$ cat config.mk
export PLATFORM = sky130hd
export DESIGN_NAME = mod12_load_arb
export DESIGN_NICKNAME = d
export VERILOG_FILES = /design/src/rtl/mod12_load_arb.sv
export SDC_FILE = /design/constraint.sdc
export NUM_CORES = 1
export LEC_CHECK = 0
export ABC_CLOCK_PERIOD_IN_PS = 2000
export CAP_MARGIN = 25
export CORE_MARGIN = 3
export CORE_UTILIZATION = 37
export DETAILED_ROUTE_END_ITERATION = 6
export GPL_ROUTABILITY_DRIVEN = 0
export PLACE_DENSITY_LB_ADDON = 0.2
export SLEW_MARGIN = 20
export SYNTH_ARGS = -nofsm -noshare
export SYNTH_HDL_FRONTEND = slang
export SYNTH_SLANG_ARGS = --single-unit
$ cat constraint.sdc
create_clock -name clk -period 2 [get_ports clk]
set_input_delay 0.4 -clock clk [delete_from_list [all_inputs] [get_ports clk]]
set_output_delay 0.4 -clock clk [all_outputs]
set_load 0.005 [all_outputs]
$ cat src/rtl/mod12_load_arb.sv
// Two-requester round-robin arbiter that hands a shared mod-12 load/run counter to one
// requester at a time, reporting completion and illegal load values.
module mod12_load_arb (
  input  logic       clk,
  input  logic       rst,
  input  logic       req0,
  input  logic       req1,
  input  logic [3:0] in0,
  input  logic [3:0] in1,
  input  logic [3:0] len0,
  input  logic [3:0] len1,
  output logic [1:0] gnt,
  output logic [3:0] q,
  output logic       busy,
  output logic       done,
  output logic       err
);

  localparam logic [1:0] IDLE = 2'd0;
  localparam logic [1:0] LOAD = 2'd1;
  localparam logic [1:0] RUN  = 2'd2;
  localparam logic [1:0] DONE = 2'd3;

  localparam logic [3:0] Q_MAX = 4'd11;

  logic [1:0] state;
  logic [1:0] state_nxt;
  logic [1:0] gnt_nxt;
  logic [3:0] q_nxt;
  logic [3:0] remaining;
  logic [3:0] remaining_nxt;
  logic       err_flag;
  logic       err_flag_nxt;
  logic       last;
  logic       last_nxt;

  logic       pick1;
  logic       owner_req;
  logic [3:0] sel_in;
  logic [3:0] sel_len;
  logic [3:0] q_inc;

  // last == 1 means requester 1 was granted most recently, so a tie goes to requester 0.
  assign pick1     = req1 & (~req0 | ~last);
  assign owner_req = gnt[1] ? req1 : req0;
  assign sel_in    = gnt[1] ? in1  : in0;
  assign sel_len   = gnt[1] ? len1 : len0;
  assign q_inc     = (q == Q_MAX) ? 4'd0 : q + 4'd1;

  assign busy = (state != IDLE);
  assign done = (state == DONE);
  assign err  = done & err_flag;

  always_comb begin
    state_nxt     = state;
    gnt_nxt       = gnt;
    q_nxt         = q;
    remaining_nxt = remaining;
    err_flag_nxt  = err_flag;
    last_nxt      = last;

    case (state)
      IDLE: begin
        if (req0 | req1) begin
          gnt_nxt   = pick1 ? 2'b10 : 2'b01;
          state_nxt = LOAD;
        end
      end

      LOAD: begin
        if (!owner_req) begin
          state_nxt    = IDLE;
          gnt_nxt      = 2'b00;
          err_flag_nxt = 1'b0;
        end else begin
          if (sel_in > Q_MAX) begin
            q_nxt        = 4'd0;
            err_flag_nxt = 1'b1;
          end else begin
            q_nxt        = sel_in;
            err_flag_nxt = 1'b0;
          end
          remaining_nxt = sel_len;
          // A zero-length run finishes straight away with q left at the loaded value.
          if (sel_len == 4'd0) begin
            state_nxt = DONE;
            last_nxt  = gnt[1];
          end else begin
            state_nxt = RUN;
          end
        end
      end

      RUN: begin
        if (!owner_req) begin
          state_nxt    = IDLE;
          gnt_nxt      = 2'b00;
          err_flag_nxt = 1'b0;
        end else begin
          q_nxt         = q_inc;
          remaining_nxt = remaining - 4'd1;
          if (remaining == 4'd1) begin
            state_nxt = DONE;
            last_nxt  = gnt[1];
          end
        end
      end

      DONE: begin
        state_nxt    = IDLE;
        gnt_nxt      = 2'b00;
        err_flag_nxt = 1'b0;
      end

      default: begin
        state_nxt = IDLE;
        gnt_nxt   = 2'b00;
      end
    endcase
  end

  always_ff @(posedge clk or negedge rst) begin
    if (!rst) begin
      state     <= IDLE;
      gnt       <= 2'b00;
      q         <= 4'd0;
      remaining <= 4'd0;
      err_flag  <= 1'b0;
      last      <= 1'b1;
    end else begin
      state     <= state_nxt;
      gnt       <= gnt_nxt;
      q         <= q_nxt;
      remaining <= remaining_nxt;
      err_flag  <= err_flag_nxt;
      last      <= last_nxt;
    end
  end

endmodule

==> out/metrics.csv, run 1 <==
metric;value;unit
outcome;finished clean;
rsz0062_at_grt;false;
setup_viol;0;
die-area;3530;µm²
crit_family;multiplexers;
clk_pin_slew;90;ps
finalCritPeriodShare;98.3;%
power.density;1250;nW/µm²
synth_cell_types;42;
drive_gt1_share;22.6;%
vdd_ir_drop_max;0.744;mV
avgSynthCellArea;9.11;µm²
via_per_inst;5.51;
worst-path-max-fanout;2;
critPathLaunchType;input port;
grt_max_degree;20;
async_flop_share;100;%
drt_first_pass_iters;4;
nets;188;
synthFlopType;dfrtp_1;
overflow;0;
synth-edff-count;0;
num_vias;1042;
final-hold-violation-count;0;
clk_path_buf_depth;2;
yosys.area_share.simple;16.6;%
htree_levels;1;
synth_top_family_by_area;compound AO/OA/AOI/OAI gates;
fmax;509;MHz
fin_worst_skew;3.38;ps
antenna_found_initial;0;
synth_fa_ha_area_share;9.47;%
min_path_type;input port to async pin;
worstPathRequired;2220;ps
synth_top_area_share;30.8;%
synth_area_leaders;dfrtp_1, ha_1, o21ai_0;
die_y;59.5;µm
yosysWarnings;0;
grt_pass1_wl;4.75;mm
die_x;59.5;µm
cp-end-kind;flip-flop;
dpl.hpwl;2.16;mm
final_util;57.9;%
row_count;18;
grt_pass1_vias;1040;
max_stage_delay;510;ps
synth-seq-cells;14;
slew_headroom;69.9;%
syn_nets;144;
muxShareOfSynthArea;12.1;%
clk_latency;290;ps
leakage;0.674;nW
hold_buffers;0;
netlist_area;1060;µm²
synth_area_leader_cell;dfrtp_1;
ant_nets;0;
io_buffers;28;
ioPinCount;29;
layout_min_cycle_time;1970;ps
diodes;0;
drt-initial-drc-count;59;
cap_viol_max_count;0;
synth_compound_gate_area_share;20.6;%
area_growth;41.8;%
drc;0;
tightest_slew;447;ps
numCtsBuffers;3;
slew_viol_final;0;
critPathBufInv;1;
drt_wl_total;2.79;mm
track_usage;17.6;%
cp_slowest_cell;or4_4;
arrival;2180;ps
yosysSeqAreaShare;33.3;%
cts_tree;done;
path_cells;clkdlybuf4s50_1 > mux2_4 > or4_4 > a211oi_2 > mux2_1;
wire_per_inst;14.8;µm
start_util;40.8;%
cts.sinks;14;
root_buffer;clkbuf_4;
power.total;1.88;mW
ys_top_cells_by_count;dfrtp_1, o21ai_0, inv_1;
setup.worst_path.class;input port to flip-flop;
synth_xor_area_share;0;%
postSynthCellCount;116;
design.core.area;2590;µm²
## path summary, 6_finish.rpt
check                               from           end  slack, ps  depth (start not counted)
worst max-delay path             len0[3]          last         30                          5
worst min-delay path                 rst  remaining[1]        420                          2
worst min register to register  err_flag      err_flag        510                          1
min in group clk                err_flag      err_flag        510                          1
worst max register to register    gnt[1]          last         70                          4
max in group asynchronous            rst          last       1340                          2
## layout make-up
type,instances,area [µm²]
well taps,30,37.5
fillers,229,1090
repair buffers,46,418
multi-input cells,85,627
flip-flops and latches,14,353
clock buffers,4,26.3
inverters,10,37.5
## layer usage
| layer | vias up | track usage [%] | wire length [µm] |
|---|---|---|---|
| met5 | - | 0 | 0 |
| met1 | 507 | 22.4 | 1210 |
| li1 | 514 | - | - |
| met3 | 2 | 4.36 | 115 |
| met2 | 19 | 29.8 | 1450 |
| met4 | 0 | 4.21 | 15 |
## cell usage in the layout (no fill, tap or decap), types with 2 or more instances in the layout
cell	n
a21o_1	2
a21oi_1	3
a31oi_1	2
buf_4	18
clkbuf_4	3
clkdlybuf4s50_1	27
dfrtp_1	12
ha_1	7
inv_1	8
inv_2	2
mux2_2	5
mux2_4	2
mux2i_1	3
nand2_1	9
nand2b_1	2
nand3_1	6
nor2_1	3
nor3_1	4
o21ai_0	13
o31ai_1	2
## power by group
group          total [mW]  switching, mW  internal, mW  leakage (nW)
combinational        1.15          0.539         0.612         0.487
sequential          0.551          0.134         0.417         0.172
clock               0.179          0.101        0.0775        0.0150
## flip-flops by register name (all words and copies together) (netlist names)
name	flops
last	1
q	4
state	2
remaining	4
err_flag	1
gnt	2
## kinds of logic (layout without fill, tap and decap cells)
group / after synthesis / after routing
buffers and inverters: 17 / 60
and+or+nand+nor: 33 / 33
muxes: 11 / 11
AOI/OAI and AO/OA: 33 / 33
adders and majority gates: 8 / 8
DFF: 14 / 14
## timing repair
action,4_1_cts,5_1_grt
resized for setup,1,5
setup endpoints to repair,1,5
buffers inserted,0,1
pin swaps,1,0
## stage by stage
| step | setup slack [ps] | std cells | hold slack [ps] | cell area (µm²) | TNS, ps |
|---|---|---|---|---|---|
| after CTS | 32.5 | 188 | 421 | 1480 | 0 |
| after global routing | 6.58 | 189 | 426 | 1500 | 0 |
| after global placement | -241 | 184 | 488 | 1460 | -241 |
| final | 34.1 | 189 | 420 | 1500 | 0 |
| after detailed placement | -307 | 184 | 498 | 1460 | -358 |
| after floorplan | 45.8 | 116 | 104 | 1060 | 0 |
(Power assumes the default switching activity.)
==> run 2, diff against run 1 <==
--- a/config.mk
+++ b/config.mk
@@ -5,9 +5,7 @@
 export SDC_FILE = /design/constraint.sdc
 export NUM_CORES = 1
 export LEC_CHECK = 0
-export ABC_CLOCK_PERIOD_IN_PS = 2000
 export CAP_MARGIN = 25
-export CORE_MARGIN = 3
 export CORE_UTILIZATION = 37
 export DETAILED_ROUTE_END_ITERATION = 6
 export GPL_ROUTABILITY_DRIVEN = 0
==> run 2 against run 1 <==
Effect of this change:
- critical path depth decreased by 1
- combinational power barely moved
- first-iteration DRC count is 66% lower
- wire length fell by 11%
- register-to-register slack got worse by 70 ps
- clock-buffer cell count unchanged
- worst hold slack gained 3.2 ps
- flip-flop and latch count stayed put
- global-route usage hardly changed
- sequential power is 0.9% higher
- largest cell class unchanged
- largest power group unchanged
- highest routed layer unchanged
==> out/metrics.csv, run 2 (synthesized netlist as in run 1, its figures left out) <==
metric;value;unit
power.share.sequential;30.1;%
power.total;1.85;mW
track_usage;17.6;%
cts.sinks;14;
ant_nets;0;
critPathMostFrequentCell;mux2_4;
layout_min_cycle_time;2000;ps
drive_gt1_share;21.5;%
die-area;3080;µm²
final_util;54.9;%
finalCritPeriodShare;99.9;%
setup_viol;0;
via_per_inst;5.32;
outcome;finished clean;
die_x;55.5;µm
numCtsBuffers;3;
fin_worst_skew;1.87;ps
htree_levels;1;
timing.hold.ws;423;ps
cts_tree;done;
worstPathRequired;2220;ps
placed_area;1450;µm²
grt_max_degree;15;
root_buffer;clkbuf_4;
grt_pass1_vias;979;
wire_per_inst;13.1;µm
critPathLaunchType;flip-flop;
final-hold-violation-count;0;
grt_pass1_wl;4.29;mm
cap_viol_max_count;0;
row_count;19;
die_y;55.5;µm
worst_r2r_path_depth;4;
critPathBufInv;0;
comb_power_share;60.6;%
vdd_ir_drop_max;0.900;mV
p_switching;750;µW
slew_viol_final;0;
drt_wl_total;2.48;mm
fillers;268;
start_util;38.7;%
ioPinCount;29;
placed_cells;184;
tightest_slew;509;ps
internal_power;1.10;mW
sw_frac_of_total;40.5;%
io_buffers;28;
cp_slowest_cell;or4_4;
design.core.area;2730;µm²
arrival;2210;ps
leakage;0.655;nW
min_path_type;input port to async pin;
drc;0;
antenna_found_initial;0;
nets;187;
final_common_cell;clkdlybuf4s50_1;
clk_pin_slew;90;ps
fin_area;1500;µm²
cp.depth;4;
num_vias;1006;
clk_latency;280;ps
diodes;0;
drt_first_pass_iters;4;
cp-end-kind;flip-flop;
overflow;0;
fmax;501;MHz
dpl.hpwl;1.97;mm
clk_path_buf_depth;2;
totalNegativeSetupSlack;0;ps
stdcell_count;189;
setup_slack;2.85;ps
setup.worst_path.class;flip-flop to flip-flop;
crit_family;multiplexers;
p_clk_share;9.3;%
pre_cts_slack;-278;ps
path_cells;mux2_4 > or4_4 > a211oi_4 > mux2_4;
area_growth;42.0;%
max_stage_delay;550;ps
rsz0062_at_grt;true;
power.density;1230;nW/µm²
final_cell_mix;clkdlybuf4s50_1, buf_4, o21ai_0;
worst-path-max-fanout;7;
slew_headroom;65.8;%
drt-initial-drc-count;20;
top_regs;q: 4 flops, remaining: 4 flops;
r2r_slack;3;ps
-- run 2: changes by cell type in the layout (fill, tap and decap cells not counted), sizes merged --
| cell | before | now |
|---|---|---|
| buf | 18 | 17 |
| clkdlybuf4s50 | 27 | 28 |
| dlymetal6s2s | 1 | 0 |
-- run 2: worst register-to-register path, delay by kind of cell (launching register included) --
family	cells	cell delay, ps
compound gates	1	220
flops	1	510
mux	2	660
simple gates	1	550
-- run 2: final cells by class --
type / instances / area [µm²] / area share [%]
Sequential cell: 14 / 353 / 23.5
Multi-Input combinational cell: 85 / 638 / 42.5
Clock buffer: 4 / 26.3 / 1.75
Inverter: 10 / 37.5 / 2.50
Timing Repair Buffer: 45 / 408 / 27.2
Tap cell: 31 / 38.8 / 2.58
-- run 2: final timing paths --
| check | startpoint | endpoint |
|---|---|---|
| setup reg to reg | gnt[1] | last |
| hold reg to reg | err_flag | err_flag |
| max in group asynchronous | rst | last |
| hold / removal | rst | q[3] |
| min in group clk | err_flag | err_flag |
| setup / recovery | gnt[1] | last |
-- run 2: metal layers --
layer	track usage [%]	up-vias	wire [µm]
li1	-	509	-
met1	22.1	469	1100
met2	30.1	24	1230
met3	3.28	4	111
met4	6.07	0	34
met5	0	-	0
-- run 2: what timing repair did --
action,4_1_cts,5_1_grt
resized for setup,2,4
setup buffers,0,1
endpoints found under the setup margin,1,3
hold buffers,0,0
pin swaps,1,0
-- run 2: power by group through the flow --
stage          clock (mW)  combinational (mW)  sequential, mW
2_1_floorplan           0               0.701           0.516
3_3_place_gp            0                1.06           0.548
3_5_place_dp            0                1.08           0.558
6_report            0.172                1.12           0.556
5_1_grt             0.191                1.27           0.578
4_1_cts             0.177                1.09           0.553
==> run 3, diff against run 2 <==
--- a/config.mk
+++ b/config.mk
@@ -6,7 +6,7 @@
 export NUM_CORES = 1
 export LEC_CHECK = 0
 export CAP_MARGIN = 25
-export CORE_UTILIZATION = 37
+export CORE_UTILIZATION = 43
 export DETAILED_ROUTE_END_ITERATION = 6
 export GPL_ROUTABILITY_DRIVEN = 0
 export PLACE_DENSITY_LB_ADDON = 0.2
==> run 3 against run 2 <==
Effect of this change:
- sequential share of layout area fell by 0.23 points
- clock power rose by 23%
- global-route usage rose by 5.3 points
- setup slack improved by 46 ps
- flip-flop and latch count did not move
- via count rose by 6.3%
- register-to-register slack improved by 50 ps
- final cell count fell by 1.1%
- utilization rose by 12 points
- first-iteration DRC count rose by 30%
- non-clock buffer count rose by 1
- die area fell by 13%
- critical endpoint is now state[1]
==> out/metrics.csv, run 3 (synthesized netlist as in run 1, its figures left out) <==
metric;value;unit
p_clk_share;10.9;%
final_util;67.3;%
top_layer_used;met4;
drc;0;
die-area;2660;µm²
setup_viol;0;
fillers;203;
final-hold-violation-count;0;
met3_length;160;µm
final_common_cell;clkdlybuf4s50_1;
cts.sinks;14;
io_buffers;28;
max_stage_delay;420;ps
reg2reg_to;state[1];
wl_met1;1.23;mm
r2r_slack;50;ps
top_regs;q: 4 flops, remaining: 4 flops;
power.share.sequential;28.8;%
arrival;2130;ps
final_cell_mix;clkdlybuf4s50_1, buf_4, o21ai_0;
grt_max_degree;15;
track_usage;22.9;%
min_path_type;input port to async pin;
drt-initial-drc-count;26;
slew_headroom;73.2;%
htree_levels;1;
numCtsBuffers;3;
worst_r2r_path_depth;6;
drt_first_pass_iters;6;
rsz0062_at_grt;true;
power.total;1.95;mW
worst-path-max-fanout;4;
comb_power_share;60.3;%
slew_viol_final;0;
wire_per_inst;14.7;µm
start_util;46.9;%
root_buffer;clkbuf_4;
outcome;finished clean;
met2RoutedLength;1.30;mm
num_vias;1069;
totalNegativeSetupSlack;0;ps
overflow;0;
clk_latency;290;ps
internal_power;1.15;mW
clk_path_buf_depth;2;
grt_pass1_vias;1020;
row_count;17;
ioPinCount;29;
fin_area;1520;µm²
design.core.area;2250;µm²
antenna_found_initial;0;
path_cells;buf_4 > inv_2 > ha_1 > a21boi_0 > a21o_1 > mux2_2;
vdd_ir_drop_max;0.803;mV
startpoint;state[0];
dpl.hpwl;2.04;mm
worstPathRequired;2180;ps
hold_buffers;0;
tightest_slew;398;ps
ant_nets;0;
drt_wl_total;2.76;mm
stdcell_count;187;
placed_area;1450;µm²
cap_viol_max_count;0;
grt_pass1_wl;4.42;mm
p_switching;792;µW
placed_cells;181;
worstSetupEndpoint;state[1];
leakage;0.672;nW
die_y;51.6;µm
die_x;51.6;µm
cts_tree;done;
fmax;513;MHz
power.density;1280;nW/µm²
diodes;0;
setup.worst_path.class;flip-flop to flip-flop;
drive_gt1_share;23.9;%
via_per_inst;5.72;
fin_worst_skew;8.70;ps
nets;188;
critPathLaunchType;flip-flop;
r2r_start;state[0];
sw_frac_of_total;40.7;%
clk_pin_slew;100;ps
area_growth;43.4;%
finalCritPeriodShare;97.5;%
cp_slowest_cell;dfrtp_1;
cp-end-kind;flip-flop;
layout_min_cycle_time;1950;ps
run 3: changes by cell type in the layout (fill, tap and decap cells not counted), sizes merged:
| cell | change |
|---|---|
| dlymetal6s2s | +1 |
| buf | +1 |
| clkdlybuf4s50 | -1 |
run 3: layout make-up:
| cell class | instances | area [µm²] | share of cell area [%] |
|---|---|---|---|
| clock buffers | 4 | 36.3 | 2.39 |
| flip-flops and latches | 14 | 353 | 23.3 |
| multi-input cells | 85 | 637 | 42.0 |
| well taps | 28 | 35.0 | 2.31 |
| inverters | 10 | 37.5 | 2.48 |
| repair buffers | 46 | 418 | 27.6 |
run 3: power groups by stage:
stage          Combinational, mW  Sequential [mW]  Clock (mW)
3_3_place_gp                1.06            0.548           0
6_report                    1.17            0.560       0.212
5_1_grt                     1.30            0.577       0.230
4_1_cts                     1.09            0.559       0.213
2_1_floorplan              0.701            0.516           0
3_5_place_dp                1.09            0.559           0
run 3: stage by stage:
stage	worst slack, ps	hold WS, ps
floorplan	45.8	104
global placement	-245	469
detailed placement	-283	485
CTS	15.5	423
global route	-66.7	446
finish	49.1	422
run 3: worst min path at each step:
stage | startpoint | slack [ps] | cells after the start | endpoint
final | rst | 420 | 2 | err_flag
after global routing | rst | 450 | 2 | q[2]
after CTS | rst | 420 | 2 | err_flag
after detailed placement | err_flag | 480 | 1 | err_flag
after global placement | err_flag | 470 | 1 | err_flag
after floorplan | rst | 100 | 0 | err_flag
run 3: critical path: cells and delay by family (launching register included):
family / cells / cell delay (ps)
adder cells (fa/ha/maj): 1 / 250
multiplexers: 1 / 340
buffers and inverters: 2 / 230
AO/OA/AOI/OAI: 2 / 620
flip-flops: 1 / 420
run 3: timing repair:
item                       in CTS  in global routing
gates resized for setup         1                  6
setup buffers                   0                  2
setup endpoints to repair       2                  6
pin swaps                       0                  2
run 3: per-layer routing:
layer  global-route usage, %  up-vias
met4                    10.4        0
met1                    29.3      503
met5                       0        -
li1                        -      511
met3                    4.09       10
met2                    37.4       45
